<file path="config.mk">
export PLATFORM = sky130hd
export DESIGN_NAME = control_edicion_botones
export DESIGN_NICKNAME = d
export VERILOG_FILES = /design/src/rtl/control_edicion_botones.sv
export SDC_FILE = /design/constraint.sdc
export NUM_CORES = 1
export LEC_CHECK = 0
export ABC_AREA = 0
export BUFFER_PORTS_ARGS = -buffer_cell sky130_fd_sc_hd__buf_2
export CORE_MARGIN = 2
export CORE_UTILIZATION = 65
export CTS_BUF_LIST = sky130_fd_sc_hd__clkbuf_4 sky130_fd_sc_hd__clkbuf_8 sky130_fd_sc_hd__clkbuf_16
export CTS_CLUSTER_SIZE = 12
export DETAILED_ROUTE_END_ITERATION = 8
export GPL_ROUTABILITY_DRIVEN = 0
export PLACE_DENSITY_LB_ADDON = 0.25
export SYNTH_ARGS = -nofsm -noshare
export SYNTH_HDL_FRONTEND = slang
export SYNTH_SLANG_ARGS = --single-unit
</file>
<file path="constraint.sdc">
create_clock -name clk -period 5.33 [get_ports clk]
set_input_delay 0 -clock clk [delete_from_list [all_inputs] [get_ports clk]]
set_output_delay 0 -clock clk [all_outputs]
set_load 0.01 [all_outputs]
</file>
<file path="src/rtl/control_edicion_botones.sv">
// control_edicion_botones: synchronizes and debounces the five clock-setting
// push-buttons, runs the IDLE/EDIT state machine and generates the field
// select plus single-cycle up/down strobes (with auto-repeat) for the BCD
// counters downstream.
module control_edicion_botones #(
  parameter int DEB_CYCLES    = 1_000_000,
  parameter int HOLD_CYCLES   = 50_000_000,
  parameter int REPEAT_CYCLES = 25_000_000,
  parameter int N_FIELDS      = 3
) (
  input  logic       clk,
  input  logic       reset,
  input  logic       btn_edit,
  input  logic       btn_up,
  input  logic       btn_down,
  input  logic       btn_left,
  input  logic       btn_right,
  output logic [3:0] en_count,
  output logic       enUP,
  output logic       enDOWN,
  output logic       edit_mode
);

  localparam int DW      = $clog2(DEB_CYCLES + 1);
  localparam int RPT_MAX = (HOLD_CYCLES > REPEAT_CYCLES) ? HOLD_CYCLES : REPEAT_CYCLES;
  localparam int RW      = $clog2(RPT_MAX + 1);

  localparam int B_EDIT  = 0;
  localparam int B_UP    = 1;
  localparam int B_DOWN  = 2;
  localparam int B_LEFT  = 3;
  localparam int B_RIGHT = 4;

  localparam logic [DW-1:0] DEB_LAST   = DW'(DEB_CYCLES - 1);
  localparam logic [RW-1:0] HOLD_LAST  = RW'(HOLD_CYCLES - 1);
  localparam logic [RW-1:0] REP_LAST   = RW'(REPEAT_CYCLES - 1);
  localparam logic [RW-1:0] RPT_SAT    = RW'(RPT_MAX);
  localparam logic [3:0]    LAST_FIELD = 4'(N_FIELDS);

  typedef enum logic {IDLE, EDIT} state_t;

  logic [4:0]    raw_btn;
  logic [4:0]    sync1;
  logic [4:0]    sync2;
  logic [4:0]    stable;
  logic [4:0]    held;
  logic [4:0]    press;
  logic [DW-1:0] deb_cnt [5];

  state_t        state;
  logic [3:0]    field;
  logic [3:0]    field_next;
  logic [RW-1:0] rpt_timer;
  logic          rpt_first;
  logic          rpt_active;
  logic          both_d;

  logic          up_h;
  logic          dn_h;
  logic          one_held;
  logic          both_now;
  logic          new_seq;
  logic          field_evt;
  logic [RW-1:0] rpt_last;
  logic          rpt_fire;

  assign raw_btn = {btn_right, btn_left, btn_down, btn_up, btn_edit};

  // Two-flop synchronizer bringing every raw button into the clk domain
  always_ff @(posedge clk) begin
    if (reset) begin
      sync1 <= '0;
      sync2 <= '0;
    end else begin
      sync1 <= raw_btn;
      sync2 <= sync1;
    end
  end

  // Debounce: a level change is accepted only after DEB_CYCLES consecutive
  // disagreeing cycles; the flip happens on the cycle the count would reach
  // DEB_CYCLES, so the counter never exceeds DEB_CYCLES-1
  always_ff @(posedge clk) begin
    if (reset) begin
      stable <= '0;
      for (int i = 0; i < 5; i++) deb_cnt[i] <= '0;
    end else begin
      for (int i = 0; i < 5; i++) begin
        if (sync2[i] == stable[i]) begin
          deb_cnt[i] <= '0;
        end else if (deb_cnt[i] >= DEB_LAST) begin
          stable[i]  <= ~stable[i];
          deb_cnt[i] <= '0;
        end else begin
          deb_cnt[i] <= deb_cnt[i] + DW'(1);
        end
      end
    end
  end

  // Rising-edge detect of the stable levels; held is aligned with press
  always_ff @(posedge clk) begin
    if (reset) begin
      held  <= '0;
      press <= '0;
    end else begin
      press <= stable & ~held;
      held  <= stable;
    end
  end

  assign up_h      = held[B_UP];
  assign dn_h      = held[B_DOWN];
  assign one_held  = up_h ^ dn_h;
  assign both_now  = up_h & dn_h;
  assign new_seq   = one_held & (press[B_UP] | press[B_DOWN] | both_d);
  assign field_evt = press[B_LEFT] ^ press[B_RIGHT];
  assign rpt_last  = rpt_first ? HOLD_LAST : REP_LAST;
  assign rpt_fire  = rpt_active & one_held & (rpt_timer == rpt_last);

  // Next field with wrap-around; simultaneous left+right leaves it unchanged
  always_comb begin
    field_next = field;
    if (press[B_RIGHT] && !press[B_LEFT]) begin
      field_next = (field >= LAST_FIELD) ? 4'd1 : field + 4'd1;
    end else if (press[B_LEFT] && !press[B_RIGHT]) begin
      field_next = (field <= 4'd1) ? LAST_FIELD : field - 4'd1;
    end
  end

  // Edit FSM with registered outputs; priority is edit > field change > up/down
  always_ff @(posedge clk) begin
    if (reset) begin
      state      <= IDLE;
      field      <= 4'd1;
      en_count   <= 4'd0;
      edit_mode  <= 1'b0;
      enUP       <= 1'b0;
      enDOWN     <= 1'b0;
      rpt_timer  <= '0;
      rpt_first  <= 1'b1;
      rpt_active <= 1'b0;
      both_d     <= 1'b0;
    end else begin
      enUP   <= 1'b0;
      enDOWN <= 1'b0;
      both_d <= both_now;
      case (state)
        IDLE: begin
          edit_mode  <= 1'b0;
          en_count   <= 4'd0;
          rpt_timer  <= '0;
          rpt_first  <= 1'b1;
          rpt_active <= 1'b0;
          if (press[B_EDIT]) begin
            state     <= EDIT;
            field     <= 4'd1;
            en_count  <= 4'd1;
            edit_mode <= 1'b1;
          end
        end
        EDIT: begin
          if (press[B_EDIT]) begin
            state      <= IDLE;
            en_count   <= 4'd0;
            edit_mode  <= 1'b0;
            rpt_timer  <= '0;
            rpt_first  <= 1'b1;
            rpt_active <= 1'b0;
          end else if (field_evt) begin
            field      <= field_next;
            en_count   <= field_next;
            rpt_timer  <= '0;
            rpt_first  <= 1'b1;
            rpt_active <= (rpt_active | new_seq) & one_held;
          end else if (!one_held) begin
            rpt_timer  <= '0;
            rpt_first  <= 1'b1;
            rpt_active <= 1'b0;
          end else if (new_seq) begin
            enUP       <= up_h;
            enDOWN     <= dn_h;
            rpt_timer  <= '0;
            rpt_first  <= 1'b1;
            rpt_active <= 1'b1;
          end else if (rpt_fire) begin
            enUP      <= up_h;
            enDOWN    <= dn_h;
            rpt_timer <= '0;
            rpt_first <= 1'b0;
          end else if (rpt_active && (rpt_timer < RPT_SAT)) begin
            rpt_timer <= rpt_timer + RW'(1);
          end
        end
        default: state <= IDLE;
      endcase
    end
  end

endmodule

</file>
==> insert_results.sql, run 1 <==
INSERT INTO impl_metrics (metric_group, metric, value, unit) VALUES
('cells_and_area', 'drive_above_1_share', '0.06197', ''),
('drt', 'drt_first_iter_violations', '533', ''),
('die', 'floorplan.die_area', '0.01364', 'mm2'),
('place', 'io_buffer_count', '13', ''),
('power', 'static-leakage-power', '3.337', 'nW'),
('synth', 'yosysTopAreaCellShare', '0.3630', ''),
('timing', 'layout_worst_path_cycle_share', '0.5209', ''),
('timing', 'worstMarginPinSlew', '0.8135', 'ns'),
('critical_path', 'crit_type', 'reg2reg', ''),
('synth', 'synth-edff-count', '100', ''),
('place', 'detailedPlace.worstSlack', '2.566', 'ns'),
('clock_network', 'cts_repair_resize_count', '0', ''),
('clock_network', 'clk_pin_slew_worst_paths', '0.06', 'ns'),
('drt', 'drc_errors', '0', ''),
('cells_and_area', 'antennaDiodeCount', '0', ''),
('synth', 'synth_cell_type_count', '64', ''),
('die', 'chipWidth', '116.8', 'um'),
('clock_network', 'clock-root-buffer', 'sky130_fd_sc_hd__clkbuf_16', ''),
('clock_network', 'clk_path_buf_depth', '2', ''),
('power', 'power.share.switching', '0.2114', ''),
('drt', 'routed_wire_length_per_instance', '13.68', 'um'),
('cells_and_area', 'utilization', '0.7560', ''),
('clock_network', 'hold_fix_buffers_at_cts', '5', ''),
('cells_and_area', 'postLayoutCellArea', '0.009463', 'mm2'),
('clock_network', 'cts.sink_count', '166', ''),
('clock_network', 'postCtsSetupRepairBufs', '0', ''),
('synth', 'ys.flop_type', 'sky130_fd_sc_hd__edfxtp_1', ''),
('cells_and_area', 'final_net_count', '962', ''),
('critical_path', 'critPathLaunchType', 'flip-flop', ''),
('timing', 'hold-worst-slack', '0.1210', 'ns'),
('timing', 'finalMaxSlewViolations', '0', ''),
('critical_path', 'worst_setup_path_end_kind', 'flip-flop', ''),
('critical_path', 'critical_path.max_fanout', '26', ''),
('synth', 'ys_ff_latch', '166', ''),
('drt', 'vias', '6184', ''),
('global_route', 'grt_first_pass_wirelength', '25940', 'um'),
('synth', 'most_used_standard_cell_by_instance_count_after_synthesis', 'sky130_fd_sc_hd__nor2_1', ''),
('global_route', 'via_count_of_the_first_global_routing_pass', '5933', ''),
('clock_network', 'cts.htree.levels', '4', ''),
('drt', 'vias_per_cell', '5.502', ''),
('timing', 'finalHoldViolations', '0', ''),
('synth', 'netlist_top_cells_area', 'sky130_fd_sc_hd__edfxtp_1, sky130_fd_sc_hd__dfxtp_1, sky130_fd_sc_hd__nor2_1', ''),
('critical_path', 'path_cells', 'inv_1, ha_1, and2_1, nand2_1, a311o_2, a2111o_1, o21ai_0', ''),
('die', 'initial_utilization', '0.6608', ''),
('drt', 'detailedRoute.firstPassIterationCount', '5', ''),
('critical_path', 'timing.reg2reg.setup_slack', '2.55', 'ns'),
('synth', 'synth_top_cell_by_area', 'sky130_fd_sc_hd__edfxtp_1', ''),
('synth', 'syn_area', '0.008272', 'mm2'),
('synth', 'yosysSeqAreaShare', '0.5228', ''),
('global_route', 'grt_antenna_before_repair', '0', ''),
('flow_run', 'maxCapViolCount', '0', ''),
('power', 'p_seq_frac', '0.525', ''),
('synth', 'synth-async-reset-ratio', '0', ''),
('synth', 'netlist_top_cells_count', 'sky130_fd_sc_hd__nor2_1, sky130_fd_sc_hd__edfxtp_1, sky130_fd_sc_hd__dfxtp_1', ''),
('power', 'power.internal', '2.155', 'mW'),
('timing', 'totalNegativeSetupSlack', '0', 'ns'),
('timing', 'rsz0062_at_grt', 'no', ''),
('place', 'post_dp_cell_area', '0.008812', 'mm2'),
('drt', 'drt_wl_total', '15380', 'um'),
('clock_network', 'tritoncts.num_buffers', '17', ''),
('power', 'vdd_ir_drop_max', '276.3', 'uV'),
('drt', 'detail-route-antenna-nets', '0', ''),
('place', 'dp_hpwl', '10550', 'um'),
('power', 'power.combinational.fraction', '0.028', ''),
('die', 'boundaryPins', '14', ''),
('status', 'status', 'finished, final reports clean', ''),
('timing', 'timing.fmax', '360.2', 'MHz'),
('critical_path', 'timing.critical_path.slowest_stage_cell', 'sky130_fd_sc_hd__a2111o_1', ''),
('power', 'power_per_cell_area', '288.8', 'mW/mm2'),
('critical_path', 'cp.arrival', '3.13', 'ns'),
('timing', 'final_critical_path_setup_slack', '2.554', 'ns');
worst paths after layout:
check                 startpoint                    endpoint  cells past startpoint
max reg2reg  press[3]$_SDFF_PP0_  rpt_timer[16]$_SDFFE_PP0P_                      7
min reg2reg   held[4]$_SDFF_PP0_         press[4]$_SDFF_PP0_                      1
max          press[3]$_SDFF_PP0_  rpt_timer[16]$_SDFFE_PP0P_                      7
min                        reset      stable[1]$_SDFFE_PP0N_                      2
state kept, by name, summed over array words and instances, names as in the netlist:
signal / flops
sync2: 5
press: 5
stable: 5
sync1: 5
held: 5
rpt_timer: 26
en_count: 4
rpt_first: 1
enDOWN: 1
field: 4
deb_cnt: 100
state: 1
both_d: 1
rpt_active: 1
enUP: 1
edit_mode: 1
per-stage QoR:
step	power, mW	cells
finish	2.733	1124
floorplan	1.510	924
CTS	2.747	1124
global placement	1.525	1087
detailed placement	1.530	1087
global route	2.825	1124
power by group through the flow:
stage	registers [mW]	clock network [mW]	logic, mW
5_1_grt	1.44	1.30	0.0895
4_1_cts	1.43	1.24	0.0744
3_3_place_gp	1.46	0	0.0686
3_5_place_dp	1.46	0	0.0705
2_1_floorplan	1.45	0	0.0606
6_report	1.43	1.22	0.0775
critical path: cells and delay by family (launching register included):
family,cells,cell delay [ns]
AO/OA/AOI/OAI,3,1.53
adder cells (fa/ha/maj),1,0.36
buffers and inverters,1,0.05
flip-flops,1,0.33
AND/OR/NAND/NOR,2,0.42
per-layer routing:
layer,part of all wire,track usage,routed length [um]
met1,0.46,0.3049,6998
met2,0.49,0.3946,7574
met3,0.037,0.07415,562
met5,0,0,0
met4,0.016,0.08784,243
final cells by class:
| cell class | count | area, um2 |
|---|---|---|
| Fill cell | 878 | 3054 |
| Multi-Input combinational cell | 720 | 4148 |
| Clock buffer | 22 | 510.5 |
| Inverter | 16 | 60.06 |
| Sequential cell | 166 | 4324 |
| Timing Repair Buffer | 18 | 115.1 |
| Clock inverter | 10 | 90.09 |
| Tap cell | 172 | 215.2 |
placed cells by master, fill, tap and decap left out, types with 5 or more instances in the layout:
master,Yosys,layout
sky130_fd_sc_hd__xor2_1,52,52
sky130_fd_sc_hd__nor2_1,157,157
sky130_fd_sc_hd__dfxtp_1,66,66
sky130_fd_sc_hd__clkbuf_16,0,19
sky130_fd_sc_hd__nor2b_1,24,24
sky130_fd_sc_hd__xnor2_1,55,55
sky130_fd_sc_hd__nand4_1,21,21
sky130_fd_sc_hd__and4_1,7,7
sky130_fd_sc_hd__ha_1,16,16
sky130_fd_sc_hd__nand2_1,53,53
sky130_fd_sc_hd__o211ai_1,5,5
sky130_fd_sc_hd__o21ai_0,18,18
sky130_fd_sc_hd__nor4_1,6,6
sky130_fd_sc_hd__conb_1,1,100
sky130_fd_sc_hd__nand3_1,43,43
sky130_fd_sc_hd__and3_1,26,26
sky130_fd_sc_hd__nor3_1,20,20
sky130_fd_sc_hd__o31ai_1,7,7
sky130_fd_sc_hd__or4_1,11,11
sky130_fd_sc_hd__buf_2,2,13
sky130_fd_sc_hd__dlygate4sd3_1,0,5
sky130_fd_sc_hd__or3_1,9,9
sky130_fd_sc_hd__and2_1,6,6
sky130_fd_sc_hd__edfxtp_1,100,100
sky130_fd_sc_hd__a21oi_1,24,24
sky130_fd_sc_hd__inv_1,16,16
logic make-up (layout without fill, tap and decap cells):
logic type	count (synthesis)	after routing	synth area share
flip-flops	166	166	0.5228
XOR/XNOR	107	107	0.1133
AND/OR/NAND/NOR	404	404	0.2410
adder cells (fa/ha/maj)	16	16	0.02420
AO/OA/AOI/OAI	90	90	0.07397
multiplexers	3	3	0.003630
other	1	100	0.0004534
buffers and inverters	38	66	0.02072
Note: power is estimated with default switching activity, not from simulation.
==> inputs of run 2 (changes only) <==
--- a/config.mk
+++ b/config.mk
@@ -8,7 +8,7 @@
 export ABC_AREA = 0
 export BUFFER_PORTS_ARGS = -buffer_cell sky130_fd_sc_hd__buf_2
 export CORE_MARGIN = 2
-export CORE_UTILIZATION = 65
+export CORE_UTILIZATION = 57
 export CTS_BUF_LIST = sky130_fd_sc_hd__clkbuf_4 sky130_fd_sc_hd__clkbuf_8 sky130_fd_sc_hd__clkbuf_16
 export CTS_CLUSTER_SIZE = 12
 export DETAILED_ROUTE_END_ITERATION = 8
==> constraint.sdc (replaced) <==
create_clock -name clk -period 2.29 [get_ports clk]
set_input_delay 0 -clock clk [delete_from_list [all_inputs] [get_ports clk]]
set_output_delay 0 -clock clk [all_outputs]
set_load 0.01 [all_outputs]
==> run 2 against run 1 <==
  * Clock-buffer cell count is 2 lower
  * Sequential share of layout area is 1.8 points lower
  * Sequential power is 130% higher
  * Register-to-register slack worse by 2.5 ns
  * Critical path type unchanged
==> insert_results.sql, run 2 (same netlist as run 1, synthesis figures left out) <==
INSERT INTO impl_metrics (metric_group, metric, value, unit) VALUES
('cells_and_area', 'largest-register', 'deb_cnt', ''),
('die', 'boundaryPins', '14', ''),
('global_route', 'via_count_of_the_first_global_routing_pass', '5825', ''),
('cells_and_area', 'largest_register_ffs', '100', ''),
('power', 'report.power.total', '6.423', 'mW'),
('power', 'power_per_cell_area', '651.9', 'mW/mm2'),
('critical_path', 'critical_path.max_fanout', '7', ''),
('status', 'status', 'finished, final reports clean', ''),
('clock_network', 'cts.sink_count', '166', ''),
('die', 'coreArea', '0.01437', 'mm2'),
('cells_and_area', 'ff_latch_area', '0.004325', 'mm2'),
('critical_path', 'cp.arrival', '2.58', 'ns'),
('drt', 'detailedRoute.firstPassIterationCount', '5', ''),
('cells_and_area', 'multi_input_comb_area', '0.004189', 'mm2'),
('min_path', 'hold_class', 'in2reg', ''),
('timing', 'timing.slew.headroom', '0.5729', ''),
('clock_network', 'tritoncts.num_buffers', '17', ''),
('critical_path', 'critPathLaunchType', 'flip-flop', ''),
('global_route', 'grt_first_pass_wirelength', '25920', 'um'),
('timing', 'rsz0062_at_grt', 'yes', ''),
('timing', 'fin_worst_skew', '0.008522', 'ns'),
('die', 'initial_utilization', '0.5757', ''),
('critical_path', 'critical-path-max-stage-delay', '0.55', 'ns'),
('place', 'io_buffer_count', '13', ''),
('timing', 'finalHoldViolations', '0', ''),
('clock_network', 'clk_pin_slew_worst_paths', '0.06', 'ns'),
('drt', 'drt_wl_total', '15020', 'um'),
('cells_and_area', 'final_cell_mix', 'sky130_fd_sc_hd__nor2_1, sky130_fd_sc_hd__edfxtp_1, sky130_fd_sc_hd__conb_1', ''),
('min_path', 'timing.hold.worst_path_depth', '2', ''),
('timing', 'finalSetupViolations', '0', ''),
('clock_network', 'cts.htree.levels', '4', ''),
('drt', 'vias_per_cell', '5.167', ''),
('timing', 'timing.fmax', '450.9', 'MHz'),
('power', 'vdd_ir_drop_max', '541.1', 'uV'),
('clock_network', 'clkLatencyLatePin', '0.43', 'ns'),
('cells_and_area', 'drive_above_1_share', '0.1088', ''),
('die', 'floorplan.die_area', '0.01549', 'mm2'),
('die', 'die_h', '124.5', 'um'),
('timing', 'totalNegativeSetupSlack', '0', 'ns'),
('global_route', 'grt_antenna_before_repair', '0', ''),
('place', 'dp_hpwl', '10520', 'um'),
('critical_path', 'worst_setup_path_end_kind', 'flip-flop', ''),
('timing', 'layout_worst_path_cycle_share', '0.9684', ''),
('cells_and_area', 'flow.area_growth_from_synthesis', '19.12', '%'),
('critical_path', 'crit_type', 'reg2reg', ''),
('clock_network', 'clk_path_buf_depth', '2', ''),
('power', 'static-leakage-power', '3.543', 'nW'),
('timing', 'finalMaxSlewViolations', '0', ''),
('flow_run', 'maxCapViolCount', '0', ''),
('timing', 'worstMarginPinSlew', '0.6358', 'ns'),
('die', 'chipWidth', '124.5', 'um'),
('clock_network', 'cts_tree', 'built', ''),
('critical_path', 'path_cells', 'or4_4, o211ai_2, a311o_2, o21ai_1, or4_1, a21oi_1', ''),
('critical_path', 'timing.critical_path.slowest_stage_cell', 'sky130_fd_sc_hd__or4_4', ''),
('die', 'rows', '44', ''),
('cells_and_area', 'final_net_count', '1003', ''),
('drt', 'drt_first_iter_violations', '450', ''),
('cells_and_area', 'antennaDiodeCount', '0', ''),
('global_route', 'globalRouteOverflowTotal', '0', ''),
('drt', 'vias', '6081', ''),
('global_route', 'grt_max_degree', '31', ''),
('timing', 'min_period', '2.218', 'ns'),
('cells_and_area', 'top_regs', 'deb_cnt (100), rpt_timer (26)', ''),
('drt', 'routed_wire_length_per_instance', '12.76', 'um'),
('global_route', 'grt_use_total', '0.2036', ''),
('cells_and_area', 'filler_cell_count', '1084', ''),
('drt', 'detail-route-antenna-nets', '0', ''),
('critical_path', 'worstPathRequired', '2.65', 'ns'),
('drt', 'drc_errors', '0', ''),
('cells_and_area', 'mostFrequentLayoutCell', 'sky130_fd_sc_hd__nor2_1', ''),
('clock_network', 'clock-root-buffer', 'sky130_fd_sc_hd__clkbuf_16', ''),
('critical_path', 'reg2regPathDepth', '6', '');
## run 2: cell count changes in the layout (fill, tap and decap cells not counted), sizes merged
| cell | delta |
|---|---|
| buf | +41 |
| bufinv | +2 |
| clkbuf | -2 |
| clkinv | -2 |
| clkinvlp | +2 |
## run 2: routing by layer
metal | part of all wire | global-route usage | vias up | wire length (um)
met2 | 0.48 | 0.3292 | 104 | 7188
met5 | 0 | 0 | - | 0
met3 | 0.034 | 0.04983 | 27 | 509
met4 | 0.020 | 0.08592 | 0 | 295
li1 | - | - | 3149 | -
met1 | 0.47 | 0.2627 | 2801 | 7024
## run 2: area by class of cell
type	count	area share
flip-flops and latches	166	0.4390
well taps	184	0.02337
repair buffers	59	0.04546
clock inverters	12	0.01549
inverters	16	0.006095
multi-input cells	720	0.4251
clock buffers	20	0.04546
## run 2: timing repair
item,CTS,global route
gates resized for setup,1,6
pin swaps,0,2
endpoints found under the setup margin,1,62
buffers inserted,0,2
cloned,0,0
endpoints found under the hold margin,5,0
hold buffers,5,0
## run 2: worst max-delay path, delay by kind of cell (launching register included)
family | cells | cell delay [ns]
AOI/OAI and AO/OA | 4 | 0.75
DFF | 1 | 0.34
and+or+nand+nor | 2 | 1.06
## run 2: worst paths after layout
| check | slack (ns) | end | startpoint |
|---|---|---|---|
| max | 0.07 | rpt_timer[18]$_SDFFE_PP0P_ | rpt_timer[8]$_SDFFE_PP0P_ |
| min | 0.04 | en_count[3]$_SDFFE_PP0P_ | reset |
| max reg2reg | 0.07 | rpt_timer[18]$_SDFFE_PP0P_ | rpt_timer[8]$_SDFFE_PP0P_ |
| min reg2reg | 0.38 | press[3]$_SDFF_PP0_ | held[3]$_SDFF_PP0_ |
## run 2: metrics by stage
stage | setup WS [ns] | instances | area (um2) | hold slack [ns] | util
global route | -0.03025 | 1177 | 9853 | 0.05530 | 0.6857
finish | 0.07229 | 1177 | 9853 | 0.03529 | 0.6857
CTS | 0.001907 | 1175 | 9821 | 0.02430 | 0.6835
detailed placement | 0.01222 | 1138 | 9166 | 0.2116 | 0.6379
floorplan | 0.005571 | 924 | 8681 | 0.1282 | -
global placement | 0.07668 | 1138 | 9166 | 0.2106 | 0.6379
## run 2: report_power, final
group          internal, mW  switching [mW]  leakage [nW]
combinational        0.0841           0.107          1.69
sequential             3.25          0.0841          1.57
clock                  1.75            1.15         0.285
